<file path="src/rtl/ahb_decoder.sv">
// AHB-Lite address decoder with data-phase mux select and a built-in default slave
// that answers unmapped NONSEQ/SEQ transfers with a two-cycle ERROR response.
module ahb_decoder #(
    parameter logic [31:0] S1_BASE     = 32'h0000_0000,
    parameter logic [31:0] S2_BASE     = 32'h1000_0000,
    parameter logic [31:0] S3_BASE     = 32'h2000_0000,
    parameter logic [31:0] S4_BASE     = 32'h3000_0000,
    parameter logic [31:0] REGION_MASK = 32'hF000_0000,
    parameter int          CNT_W       = 8
) (
    input  logic             hclk,
    input  logic             hresetn,
    input  logic [31:0]      haddr,
    input  logic [1:0]       htrans,
    input  logic             hready,
    output logic             hsel_1,
    output logic             hsel_2,
    output logic             hsel_3,
    output logic             hsel_4,
    output logic [1:0]       sel,
    output logic             dflt_active,
    output logic             dflt_hreadyout,
    output logic             dflt_hresp,
    output logic [CNT_W-1:0] err_cnt,
    output logic [1:0]       dbg_state
);

    typedef enum logic [1:0] {
        ST_IDLE = 2'd0,
        ST_ERR1 = 2'd1,
        ST_ERR2 = 2'd2
    } state_t;

    localparam logic [CNT_W-1:0] CNT_MAX = '1;

    state_t     state;
    state_t     state_nxt;
    logic [3:0] match;
    logic [1:0] idx;
    logic       any_match;
    logic       err_req;

    assign match[0] = ((haddr & REGION_MASK) == (S1_BASE & REGION_MASK));
    assign match[1] = ((haddr & REGION_MASK) == (S2_BASE & REGION_MASK));
    assign match[2] = ((haddr & REGION_MASK) == (S3_BASE & REGION_MASK));
    assign match[3] = ((haddr & REGION_MASK) == (S4_BASE & REGION_MASK));

    // Priority chain keeps the selects one-hot even if regions overlap.
    always_comb begin
        hsel_1    = 1'b0;
        hsel_2    = 1'b0;
        hsel_3    = 1'b0;
        hsel_4    = 1'b0;
        idx       = 2'b00;
        any_match = 1'b1;
        if (match[0]) begin
            hsel_1 = 1'b1;
            idx    = 2'b00;
        end else if (match[1]) begin
            hsel_2 = 1'b1;
            idx    = 2'b01;
        end else if (match[2]) begin
            hsel_3 = 1'b1;
            idx    = 2'b10;
        end else if (match[3]) begin
            hsel_4 = 1'b1;
            idx    = 2'b11;
        end else begin
            any_match = 1'b0;
        end
    end

    assign err_req = hready & htrans[1] & ~any_match;

    always_ff @(posedge hclk) begin
        if (!hresetn) begin
            sel         <= 2'b00;
            dflt_active <= 1'b0;
        end else if (hready) begin
            sel         <= idx;
            dflt_active <= ~any_match;
        end
    end

    always_ff @(posedge hclk) begin
        if (!hresetn) begin
            state <= ST_IDLE;
        end else begin
            state <= state_nxt;
        end
    end

    // Response outputs depend only on the registered state, never on haddr.
    always_comb begin
        state_nxt      = state;
        dflt_hreadyout = 1'b1;
        dflt_hresp     = 1'b0;
        case (state)
            ST_IDLE: begin
                if (err_req) state_nxt = ST_ERR1;
            end
            ST_ERR1: begin
                dflt_hreadyout = 1'b0;
                dflt_hresp     = 1'b1;
                state_nxt      = ST_ERR2;
            end
            ST_ERR2: begin
                dflt_hresp = 1'b1;
                state_nxt  = err_req ? ST_ERR1 : ST_IDLE;
            end
            default: state_nxt = ST_IDLE;
        endcase
    end

    always_ff @(posedge hclk) begin
        if (!hresetn) begin
            err_cnt <= '0;
        end else if ((state == ST_ERR1) && (err_cnt != CNT_MAX)) begin
            err_cnt <= err_cnt + 1'b1;
        end
    end

    assign dbg_state = state;

endmodule

</file>
<file path="config.mk">
export PLATFORM = sky130hd
export DESIGN_NAME = ahb_decoder
export DESIGN_NICKNAME = d
export VERILOG_FILES = /design/src/rtl/ahb_decoder.sv
export SDC_FILE = /design/constraint.sdc
export NUM_CORES = 1
export LEC_CHECK = 0
export CORE_UTILIZATION = 36
export CTS_BUF_LIST = sky130_fd_sc_hd__clkbuf_2 sky130_fd_sc_hd__clkbuf_4 sky130_fd_sc_hd__clkbuf_8
export DETAILED_ROUTE_END_ITERATION = 6
export GPL_TIMING_DRIVEN = 0
export PLACE_DENSITY = 0.94
export SLEW_MARGIN = 10
export SYNTH_ARGS = -nofsm -noshare
export SYNTH_HDL_FRONTEND = slang
export SYNTH_SLANG_ARGS = --single-unit
</file>
<file path="constraint.sdc">
create_clock -name hclk -period 3.7 [get_ports hclk]
set_input_delay 0.555 -clock hclk [delete_from_list [all_inputs] [get_ports hclk]]
set_output_delay 0.555 -clock hclk [all_outputs]
set_load 0.005 [all_outputs]
</file>
; ---- Yosys cells after proc, flatten, opt, wreduce, memory -nomap -nowiden
; Index checks and enable logic that the tools add are counted.
[totals]
regBits = 13
in_bits = 37
output_inout_bits = 19
elab_cells = 41
[op_classes]
add_sub_neg = 1
n_eq_ne = 7
mux = 22
n_bitwise = 3
reduce_logical = 4
[op_table]
columns = cell, count
row1 = $logic_not A32 Y1, 1
row2 = $mux W1, 16
row3 = $mux W2, 5
row4 = $add A8 B1 Y8 const B, 1
row5 = $eq A4 B2 Y1 const B, 2
row6 = $ne A8 B8 Y1 const B, 1
row7 = $pmux W2 S3, 1
row8 = $eq A4 B1 Y1 const B, 1
row9 = $and A1 B1 Y1, 2
row10 = $eq A2 B1 Y1 const B, 1
row11 = $eq A2 B2 Y1 const B, 1
row12 = $logic_not A2 Y1, 1
row13 = $ne A2 B2 Y1 const B, 1
row14 = $reduce_or A2 Y1, 1
row15 = $logic_and A1 B1 Y1, 1
row16 = $not A1 Y1, 1

; ---- Logic depth before layout (Yosys ltp)
; Gate-level depths: netlist of run 1.
[logic_depth]
ltp_word = 9
mapped_depth = 5
mapped_depth_nobuf = 5

; ---- Worst setup path after synthesis of run 1
; Ideal clock, no wire load.
[synth_path]
path_type = input to output
start = in haddr[31]
end = out hsel_4
arrival_time_ns = 0.944
required_ns = 3.145
path_slack_ns = 2.201
path_stages = 2
n_path_buf = 0
cell_sequence = nor2_1 > and3_1
[synth_between]
elab_chain_len = 5
elab_cells_between_ends = 8
classes_between = eq/ne (3) / mux (4) / reduce/logical (1)
[synth_rtl]
columns = item, line_no
row1 = from (decl), 13  ; input logic [31:0] haddr,
row2 = $eq A4 B2 Y1, 46  ; assign match[3] = ((haddr & REGION_MASK) == (S4_BASE & REGION_MASK));
row3 = $mux W1, 65  ; end else if (match[3]) begin
row4 = $mux W1, 62  ; end else if (match[2]) begin
row5 = $mux W1, 59  ; end else if (match[1]) begin
row6 = $mux W1 *, 56  ; if (match[0]) begin
row7 = to (decl), 19  ; output logic hsel_4,
; Every way passes the cells marked *; elsewhere a longest branch is shown, timed or not.

; ---- Worst setup path after layout of run 1
[layout_path]
start = in haddr[31]
end = out hsel_3
[layout_between]
elab_chain_len = 4
elab_cells_between_ends = 6
classes_between = eq/ne (2) / mux (3) / reduce/logical (1)
[layout_rtl]
columns = item, line_no
row1 = $eq A4 B2 Y1, 45  ; assign match[2] = ((haddr & REGION_MASK) == (S3_BASE & REGION_MASK));
row2 = $mux W1, 62
row3 = $mux W1, 59
row4 = $mux W1 *, 56
row5 = to (decl), 18  ; output logic hsel_3,
; Marks and branches as above.

==> results of run 1 <==
-- layout make-up --
class                           count  share of cell area
Sequential cell                    13               0.260
Inverter                            6              0.0225
Tap cell                           25              0.0313
Clock buffer                        4              0.0300
Timing Repair Buffer               25               0.250
Multi-Input combinational cell     56               0.395
Buffer                              2              0.0100
-- per-stage QoR --
step	worst slack [ps]	cells	hold slack (ps)	power (mW)
final	1100	131	479	0.289
after global routing	1000	131	503	0.302
after CTS	1110	131	482	0.292
after detailed placement	1120	127	469	0.196
after global placement	1170	127	462	0.194
after floorplan	2200	77	461	0.169
-- sequential cells by signal (all words and copies together) (netlist names) --
register,cells
dbg_state,2
err_cnt,8
sel,2
dflt_active,1
-- how the worst max path moves through the flow --
stage	start	end	slack [ps]	depth (start not counted)
after global routing	haddr[31]	hsel_3	1000	5
after detailed placement	haddr[31]	hsel_3	1120	5
after floorplan	haddr[31]	hsel_4	2200	2
after CTS	haddr[31]	hsel_3	1110	5
final	haddr[31]	hsel_3	1100	5
after global placement	haddr[31]	hsel_4	1170	4
-- where the power goes --
part / internal [mW] / switching (mW) / total, mW
sequential: 0.144 / 0.00354 / 0.147
combinational: 0.0264 / 0.0192 / 0.0457
clock: 0.0492 / 0.0468 / 0.0959
total: 0.219 / 0.0695 / 0.289
-- cell usage in the layout, fill, tap and decap left out, drive strengths merged --
cell type and n:
and3 4, a21oi 6, o211ai 1, ha 5, a41oi 1, inv 6
and4b 1, nor4 1, clkdlybuf4s50 25, nor2 3, clkbuf 4, a211oi 2
and4 2, dfxtp 13, nor3 1, nand4 1, nand3 3, nand2 7
a311oi 2, nor4b 1, nand2b 3, buf 2, or2 1, mux2i 2
o21a 1, a21o 1, a31oi 2, o21ai 2, mux2 1, o32ai 1
o2111ai 1
-- layer usage --
metal	up-vias	share of wire
met5	-	0
met1	307	0.44
li1	348	-
met2	20	0.48
met4	0	0.019
met3	4	0.053
-- worst max-delay path: cells and delay by family --
family	cells	cell delay [ps]
buffers and inverters	2	1010
and+or+nand+nor	3	490
-- logic make-up after synthesis --
kind of cell | synth area share
mux | 0.0455
compound gates | 0.209
fa+ha+maj | 0.0909
flops | 0.378
buf+inv | 0.0473
simple gates | 0.229
==> results.yml, run 1 <==
worst_setup_path:
  critPathMaxFanout: 5
  crit_chain: "clkdlybuf4s50_1, nor2_1, nand2_1, nor2_1, clkdlybuf4s50_1"
  crit_slowest_cell: "clkdlybuf4s50_1"
  r2r_setup_slack_ps: 2220
  worst_r2r_path_depth: 5
  worstPathArrival_ps: 2040
  crit_required_ps: 3140
  critPathKind: "input port to output port"
  endpoint_kind: "output port"
  r2r_end: "err_cnt[6]"
  start_kind: "input port"
  critPathMaxStageDelay_ps: 530
  r2r-start: "dbg_state[1]"
clock_network:
  hold_buffers: 0
  htree_num_levels: 1
  cts_made_buffers: 3
  clkTransAtPathRegs_ps: 80
  cts_tree: "done"
  post_cts_resized: 0
  cts_sinks: 13
  cts_root_buf: "clkbuf_4"
  clock_path_buffers: 2
  post_cts_buffers: 0
  clk_latency_ps: 280
hold_path:
  min-delay-path-class: "flip-flop to flip-flop"
  hp-start: "sel[1]"
  holdPathEnd: "sel[1]"
  worstHoldPathCells: 2
synthesis:
  synthCells: 77
  ys_ff_latch: 13
  syn_area_um2: 688
  synthTopCellsByCount: "dfxtp_1 (13), nand2_1 (7), a21oi_1 (6), inv_1 (6), ha_1 (5)"
  avgSynthCellArea_um2: 8.94
  ys_seq_area_frac: 0.378
  synth_edf_count: 0
  yosys.cell_types.count: 32
  synth_nets: 119
  synthTopCellsByArea: "dfxtp_1 (38%), ha_1 (9.1%), a21oi_1 (4.4%)"
  synthArstFlopShare: 0
  synth_top_cell_by_area: "dfxtp_1"
  yosysMostFrequentCell: "dfxtp_1"
  yosysWarningCount: 0
  netlist.area_leader.share: 0.378
  ys.flop_type: "dfxtp_1"
floorplan:
  fp.dieW_um: 45.7
  start_util: 0.390
  die_y_um: 45.7
  ios: 56
  core_area_um2: 1760
  num_rows: 15
  die-area_um2: 2090
outcome:
  status: "completed"
layout:
  n_antenna_cell: 0
  multi_input_area_um2: 395
  fin_nets: 149
  fillers: 172
  drive_gt1_frac: 0.0943
  seq_area_um2: 260
  finish.instance_area_um2: 1000
  area_delta_synth_final_pct: 45.3
  fin_util: 0.567
job:
  drv_cap: 0
detailed_routing:
  vias: 679
  wl_per_cell_um: 12.4
  drt_iter0_markers: 10
  final_antenna_net_count: 0
  drc: 0
  firstDrtPassIters: 4
  via_per_inst: 5.18
  routed_wl_mm: 1.62
power:
  ir_drop_mv: 0.230
  powerDensity_nw_per_um2: 289
  p_leak_nw: 0.388
global_route:
  grt_util_met3: 0.0516
  gr-usage-all-layers: 0.160
  use_met1: 0.180
  grt.busiest_layer: "met2"
  grt_overflow: 0
  grt_pass1_vias: 546
  grtUsageMet2: 0.274
  grt_pass1_wl_mm: 2.37
  grt_max_degree: 11
  antenna_found_initial: 0
sta:
  max_slew_margin: 0.806
  rsz0062_at_grt: "no"
  slew_violations: 0
  max_freq_mhz: 385
  hold_viol_final: 0
  worst_pin_slew_ps: 290
  fin_skew_ps: 1.11
  fin_crit_sh: 0.702
  period_minus_slack_ps: 2600
  setup_tns_ps: 0
  setup_viol: 0
placement:
  placement.cell_area_um2: 970
  hpwl_mm: 1.21
  io_buffers: 25
  finalWeightedCongestion: 0.782
No activity file was read; power rests on OpenSTA's default activity.
==> run 2: changes to the inputs <==
CORE_UTILIZATION = 30   (was 36)
PLACE_DENSITY = 0.84   (was 0.94)
clock period = 2.3 ns   (was 3.7 ns; I/O delays follow)
==> run 2 against run 1 <==
Net effect: sequential share of layout area shrank 0.065 points; design area grew 0.25%; cell count grew 1.5%; largest power group unchanged.
==> results.yml, run 2 (synthesized netlist as in run 1, its figures left out) <==
worst_setup_path:
  r2r_setup_slack_ps: 890
  critPathMaxStageDelay_ps: 510
  cp_top_family: "buffers and inverters"
  start_kind: "input port"
  crit_chain: "clkdlybuf4s50_1, nor2_1, nand2_1, nor2_1, clkdlybuf4s50_1"
  crit_required_ps: 1960
  critPathKind: "input port to output port"
  critPathBufInv: 2
  worstPathArrival_ps: 1800
  endpoint_kind: "output port"
  crit_slowest_cell: "clkdlybuf4s50_1"
  critPathMaxFanout: 5
sta:
  slew_violations: 0
  fin_skew_ps: 1.39
  worst_pin_slew_ps: 275
  hold_viol_final: 0
  fin_crit_sh: 0.931
  setup_tns_ps: 0
  rsz0062_at_grt: "no"
  period_minus_slack_ps: 2140
  whs_ps: 371
  max_slew_margin: 0.816
  max_freq_mhz: 467
  setup_viol: 0
  fin_ws_ps: 159
layout:
  drive_gt1_frac: 0.0943
  fillers: 193
  area_delta_synth_final_pct: 45.6
  largest_reg_flops: 8
  final_cells: 133
  final_common_cell: "clkdlybuf4s50_1"
  final_cell_mix: "clkdlybuf4s50_1 (25), dfxtp_1 (13), nand2_1 (7)"
  n_antenna_cell: 0
  largest-register: "err_cnt"
  finish.instance_area_um2: 1000
  fin_nets: 149
  seq_area_um2: 260
  multi_input_area_um2: 395
placement:
  hpwl_mm: 1.20
  dp_cells: 129
  placement.cell_area_um2: 972
  io_buffers: 25
  finalWeightedCongestion: 0.726
  dpl_worst_slack_ps: 182
global_route:
  gr-usage-all-layers: 0.140
  grt_max_degree: 11
  grt_pass1_wl_mm: 2.66
  antenna_found_initial: 0
  grt_pass1_vias: 651
  grt_overflow: 0
clock_network:
  hold_buffers: 0
  cts_tree: "done"
  cts_root_buf: "clkbuf_4"
  clkTransAtPathRegs_ps: 80
  clk_latency_ps: 280
  clock_path_buffers: 2
  cts_made_buffers: 3
  htree_num_levels: 1
  cts_sinks: 13
  post_cts_resized: 0
  post_cts_buffers: 0
detailed_routing:
  final_antenna_net_count: 0
  drt_iter0_markers: 18
  wl_per_cell_um: 11.6
  firstDrtPassIters: 4
  via_per_inst: 5.19
  vias: 690
  routed_wl_mm: 1.54
  drc: 0
power:
  p_leak_nw: 0.388
  powerDensity_nw_per_um2: 462
  ir_drop_mv: 0.427
floorplan:
  num_rows: 16
  fp.dieW_um: 49.9
  core_area_um2: 2060
  die-area_um2: 2490
  start_util: 0.334
  die_y_um: 49.9
  ios: 56
job:
  drv_cap: 0
outcome:
  status: "completed"
hold_path:
  min-delay-path-class: "input port to flip-flop"
run 2: cell counts in the layout (fill, tap and decap cells not counted):
No cell type changed its count.
run 2: metrics by stage:
step / total power [mW] / util
global route: 0.487 / 0.486
finish: 0.463 / 0.486
global placement: 0.312 / 0.471
detailed placement: 0.315 / 0.471
CTS: 0.470 / 0.486
floorplan: 0.272 / -
run 2: worst register-to-register path, delay by kind of cell, from the launching register on:
family | cells | cell delay (ps)
compound gates | 2 | 390
fa+ha+maj | 1 | 230
buf+inv | 1 | 90
flops | 1 | 350
simple gates | 1 | 260
run 2: final timing paths:
kind / start / endpoint / cells past startpoint
worst max-delay path: haddr[31] / hsel_3 / 5
worst min-delay path: hresetn / dbg_state[1] / 2
worst max register to register: dbg_state[1] / err_cnt[6] / 5
worst min register to register: sel[1] / sel[1] / 2
run 2: final cells by class:
class	instances	area share
Multi-Input combinational cell	56	0.395
Sequential cell	13	0.260
Timing Repair Buffer	25	0.250
Tap cell	27	0.0337
Clock buffer	4	0.0300
Inverter	6	0.0225
Buffer	2	0.00999
run 2: where the power goes:
group	leakage, nW	switching, mW	total [mW]	internal, mW
Combinational	0.264	0.0305	0.0728	0.0424
Clock	0.0184	0.0744	0.154	0.0791
Sequential	0.105	0.00562	0.237	0.231
run 2: routing by layer:
metal  vias to the layer above  track usage  share of wire
met2                        22        0.236           0.51
met3                         2       0.0494          0.049
met1                       320        0.152           0.43
met4                         0       0.0714          0.013
li1                        346            -              -
met5                         -            0              0
